==> src/rtl/count_seg7_display.sv <==
// Binary-to-BCD (shift-add-3) converter driving a multiplexed 3-digit
// 7-segment display with leading-zero blanking.
module count_seg7_display #(
    parameter int unsigned SCAN_DIV       = 1000,
    parameter bit          SEG_ACTIVE_LOW = 1'b0,
    parameter bit          DIG_ACTIVE_LOW = 1'b0
) (
    input  logic        clk,
    input  logic        rst,
    input  logic [7:0]  cmpt,
    output logic [6:0]  seg,
    output logic [2:0]  dig_sel,
    output logic [11:0] bcd_out,
    output logic        bcd_valid
);

    localparam int unsigned DIV_W    = 16;
    localparam int unsigned ITER_W   = 3;
    localparam logic [DIV_W-1:0] DIV_LAST = DIV_W'(SCAN_DIV - 1);
    localparam logic [6:0]  SEG_OFF  = {7{SEG_ACTIVE_LOW}};
    localparam logic [2:0]  DIG_OFF  = {3{DIG_ACTIVE_LOW}};

    typedef enum logic [1:0] {
        IDLE  = 2'd0,
        SHIFT = 2'd1,
        LOAD  = 2'd2
    } state_t;

    state_t              state;
    state_t              state_next;
    logic [7:0]          bin_sr;
    logic [11:0]         bcd_scr;
    logic [ITER_W-1:0]   iter;
    logic [11:0]         bcd_adj_c;
    logic [DIV_W-1:0]    div_cnt;
    logic [1:0]          dig_idx;
    logic [3:0]          nib_c;
    logic                blank_c;
    logic [6:0]          seg_c;
    logic [2:0]          dig_c;

    function automatic logic [3:0] add3(input logic [3:0] n);
        return (n >= 4'd5) ? n + 4'd3 : n;
    endfunction

    function automatic logic [6:0] decode(input logic [3:0] n);
        case (n)
            4'd0:    return 7'h3F;
            4'd1:    return 7'h06;
            4'd2:    return 7'h5B;
            4'd3:    return 7'h4F;
            4'd4:    return 7'h66;
            4'd5:    return 7'h6D;
            4'd6:    return 7'h7D;
            4'd7:    return 7'h07;
            4'd8:    return 7'h7F;
            4'd9:    return 7'h6F;
            default: return 7'h00;
        endcase
    endfunction

    // Conversion FSM state register
    always_ff @(posedge clk) begin
        if (rst) state <= IDLE;
        else     state <= state_next;
    end

    always_comb begin
        state_next = state;
        case (state)
            IDLE:    state_next = SHIFT;
            SHIFT:   if (iter == ITER_W'(7)) state_next = LOAD;
            LOAD:    state_next = IDLE;
            default: state_next = IDLE;
        endcase
    end

    always_comb begin
        bcd_adj_c = {add3(bcd_scr[11:8]), add3(bcd_scr[7:4]), add3(bcd_scr[3:0])};
    end

    // Conversion datapath; the top scratch bit is dropped since results stay below 256
    always_ff @(posedge clk) begin
        if (rst) begin
            bin_sr    <= '0;
            bcd_scr   <= '0;
            iter      <= '0;
            bcd_out   <= '0;
            bcd_valid <= 1'b0;
        end else begin
            bcd_valid <= (state == LOAD);
            case (state)
                IDLE: begin
                    bin_sr  <= cmpt;
                    bcd_scr <= '0;
                    iter    <= '0;
                end
                SHIFT: begin
                    {bcd_scr, bin_sr} <= {bcd_adj_c[10:0], bin_sr, 1'b0};
                    iter              <= iter + ITER_W'(1);
                end
                LOAD:    bcd_out <= bcd_scr;
                default: ;
            endcase
        end
    end

    // Scan divider and digit index
    always_ff @(posedge clk) begin
        if (rst) begin
            div_cnt <= '0;
            dig_idx <= '0;
        end else if (div_cnt == DIV_LAST) begin
            div_cnt <= '0;
            dig_idx <= (dig_idx == 2'd2) ? 2'd0 : dig_idx + 2'd1;
        end else begin
            div_cnt <= div_cnt + DIV_W'(1);
        end
    end

    always_comb begin
        nib_c   = bcd_out[3:0];
        blank_c = 1'b0;
        dig_c   = 3'b001;
        case (dig_idx)
            2'd1: begin
                nib_c   = bcd_out[7:4];
                blank_c = (bcd_out[11:4] == 8'd0);
                dig_c   = 3'b010;
            end
            2'd2: begin
                nib_c   = bcd_out[11:8];
                blank_c = (bcd_out[11:8] == 4'd0);
                dig_c   = 3'b100;
            end
            default: ;
        endcase
        seg_c = decode(nib_c);
        if (blank_c) begin
            seg_c = 7'h00;
            dig_c = 3'b000;
        end
    end

    // Output register with polarity applied
    always_ff @(posedge clk) begin
        if (rst) begin
            seg     <= SEG_OFF;
            dig_sel <= DIG_OFF;
        end else begin
            seg     <= seg_c ^ SEG_OFF;
            dig_sel <= dig_c ^ DIG_OFF;
        end
    end

endmodule

==> config.mk <==
export PLATFORM = sky130hd
export DESIGN_NAME = count_seg7_display
export DESIGN_NICKNAME = d
export VERILOG_FILES = /design/src/rtl/count_seg7_display.sv
export SDC_FILE = /design/constraint.sdc
export NUM_CORES = 1
export LEC_CHECK = 0
export ABC_AREA = 0
export CAP_MARGIN = 25
export CELL_PAD_IN_SITES_DETAIL_PLACEMENT = 0
export CELL_PAD_IN_SITES_GLOBAL_PLACEMENT = 1
export CORE_MARGIN = 5
export CORE_UTILIZATION = 42
export CTS_CLUSTER_DIAMETER = 200
export DETAILED_ROUTE_END_ITERATION = 12
export GPL_ROUTABILITY_DRIVEN = 1
export PLACE_DENSITY_LB_ADDON = 0.1
export SLEW_MARGIN = 20
export SYNTH_ARGS = -nofsm -noshare
export SYNTH_HDL_FRONTEND = slang
export SYNTH_SLANG_ARGS = --single-unit
==> constraint.sdc <==
create_clock -name clk -period 2.7 [get_ports clk]
set_input_delay 0.405 -clock clk [delete_from_list [all_inputs] [get_ports clk]]
set_output_delay 0.405 -clock clk [all_outputs]
set_load 0.02 [all_outputs]
==> summary.md <==
| Metric | Value |
|---|---|
| Total grt overflow | `0` |
| Post-synth EDFFs | `0` |
| Vias in the first global route | `2331` |
| Top-count cell post-synth | `dfxtp_1` |
| Ant diodes | `0` |
| Hold Path Origin | `bcd_scr[9]` |
| CTS H-tree depth | `3` |
| Crit path required time | `2.90 ns` |
| Max Clock Skew | `0.004982 ns` |
| Met2 wire length | `2.718 mm` |
| Synth area leader | `dfxtp_1` |
| Post-CTS Setup Bufs | `0` |
| Pwr Total | `1.801 mW` |
| Yosys warning count | `0` |
| WL/cell | `11.96 um` |
| Register area share after synthesis | `0.4282` |
| Worst EP arrival | `2.30 ns` |
| # port buffers | `32` |
| Vias per cell | `4.799` |
| Outcome | `finished clean` |
| Drt drc | `0` |
| Worst rel slew slack | `0.5220` |
| Clock-pin transition on the worst setup and hold timing paths | `0.07 ns` |
| Fin nets | `424` |
| I/O pin total | `33` |
| Fmax | `477.0 MHz` |
| Clk root buf | `clkbuf_8` |
| Dpl hpwl | `4.228 mm` |
| Die extent in y | `95.71 um` |
| CP startpoint | `div_cnt[0]` |
| Number of gates resized after cts | `0` |
| Endpoints failing hold | `0` |
| CTS sink count | `66` |
| First-pass GRT wire length | `10.57 mm` |
| DRT met1 WL | `2.940 mm` |
| Via count | `2390` |
| Filler cells | `751` |
| Final wirelength | `5.956 mm` |
| RSZ-0062 raised after global routing | `no` |
| Syn Area/Cell | `8.523 um^2` |
| Metal3 WL | `229 um` |
| Setup crit end kind | `register` |
| Minimum clock period | `2.097 ns` |
| Slew @ Worst Pin | `0.7155 ns` |
| Post-synthesis async set-or-reset flop share | `0` |
| CTS tree | `built` |
| CTS Buffer Depth | `2` |
| Yosys top cell area share | `0.4282` |
| Core Rows | `31` |
| Placer Congestion | `0.8275` |
| Crit start category | `register` |
| Reg-to-Reg Start | `div_cnt[0]` |
| Worst VDD drop | `234.8 uV` |
| Area delta synth->final | `18.37%` |
| Post-synthesis cell area | `3085 um^2` |
| Layout cells sized above 1 | `0.07018` |
| Post-synth top cells | `dfxtp_1, nor2_1, nand2_1` |
| Final setup TNS | `0 ns` |
| Max Slew Vio Count | `0` |
| DIE WIDTH | `95.71 um` |
| Worst skew pair latency | `0.34 ns` |
| CTS Hold Bufs | `0` |
| Die area | `9160 um^2` |
| Number of synthesized register bits | `66` |
| Syn Inst Count | `362` |
| Largest net degree at the start of global routing | `39` |
| Max-Cap Viols | `0` |
| Core ar. | `7214 um^2` |
| Max Used Layer | `met4` |
| Period utilisation layout | `0.7765` |
| Starting density of the core | `0.4277` |
| Routed Antenna Nets | `0` |
| Initial antenna violation count | `0` |
| Detailed Route Iter0 Violations | `61` |
| Critical path type | `register to register` |
| CP max FO | `16` |
| Pre-antenna DRT Iters | `4` |
| Gr usage total | `0.1469` |
| Hold crit path type | `register to register` |
| Setup violations, final | `0` |
| Area contributors post-synth | `dfxtp_1, ha_1, nor2_1` |
| Library cells used by synthesis | `42` |
| CTS buffer count | `9` |
| Top_reg_cell synth | `dfxtp_1` |
| P_leak | `1.381 nW` |
| Syn Nets | `392` |
| Pwr Density | `493.1 nW/um^2` |
## placed cells by master, fill, tap and decap left out, types with 4 or more instances in the layout
cell type        count
buf_4                7
nand2_1             41
nor4_1               4
dfxtp_1             66
nand3_1             10
xnor2_1             13
mux2i_1             11
xor2_1               7
o21ai_0              8
nor2_1              58
clkdlybuf4s50_1     32
nand2b_1             4
o211ai_1             6
a22oi_1             10
a21oi_1             36
a21o_1               4
clkbuf_8             9
ha_1                20
inv_1               15
## worst paths after layout
kind                              endpoint  slack [ns]  depth (start not counted)
worst min register to register  bcd_out[9]        0.48                          2
worst min-delay path            bcd_out[9]        0.48                          2
worst max-delay path            div_cnt[9]        0.60                          6
worst max register to register  div_cnt[9]        0.60                          6
## per-layer routing
| metal | vias to the layer above | GRT usage |
|---|---|---|
| li1 | 1286 | - |
| met1 | 1073 | 0.1905 |
| met2 | 26 | 0.2328 |
| met3 | 5 | 0.04378 |
| met4 | 0 | 0.04976 |
| met5 | - | 0 |
## kinds of logic after synthesis
group / synth area share
simple gates: 0.2084
compound gates: 0.1379
flops: 0.4282
buf+inv: 0.04826
xor+xnor: 0.05677
fa+ha+maj: 0.08110
mux: 0.03934
## report_power, final
group / switching (mW) / internal, mW / total [mW]
logic: 0.0515 / 0.0453 / 0.0969
clock network: 0.371 / 0.330 / 0.701
registers: 0.0107 / 0.992 / 1.00
## state kept, by name (all words and copies together), names as in the netlist
signal,count
bin_sr,8
bcd_out,12
dig_idx,2
bcd_valid,1
state,2
seg,7
div_cnt,16
bcd_scr,12
dig_sel,3
iter,3
## area by class of cell
cell class                 count  area (um^2)  share of cell area
tap                           99        123.9             0.03392
multi-input combinational    263         1615              0.4423
inverter                      15        56.30             0.01542
clock inverter                 5        31.28            0.008565
timing repair buffer          39        372.9              0.1021
sequential                    66         1321              0.3618
clock buffer                  11        131.4             0.03597
## critical path: stages (launching register included)
cell and delay (ns):
dfxtp_1 0.40, ha_1 0.24, inv_1 0.06, or3_4 0.40
nor3_4 0.23, or2_1 0.52, nor2_1 0.11
## through the flow
| step | utilization | area, um^2 | cells | hold WS [ns] | worst slack, ns |
|---|---|---|---|---|---|
| after floorplan | - | 3085 | 362 | 0.4412 | 0.3198 |
| after global placement | 0.4837 | 3490 | 482 | 0.4643 | 0.6365 |
| after detailed placement | 0.4837 | 3490 | 482 | 0.4725 | 0.5812 |
| after CTS | 0.5062 | 3652 | 498 | 0.4845 | 0.5766 |
| after global routing | 0.5062 | 3652 | 498 | 0.5141 | 0.3816 |
| final | 0.5062 | 3652 | 498 | 0.4839 | 0.6034 |
Power figures use the tool's default switching activity.
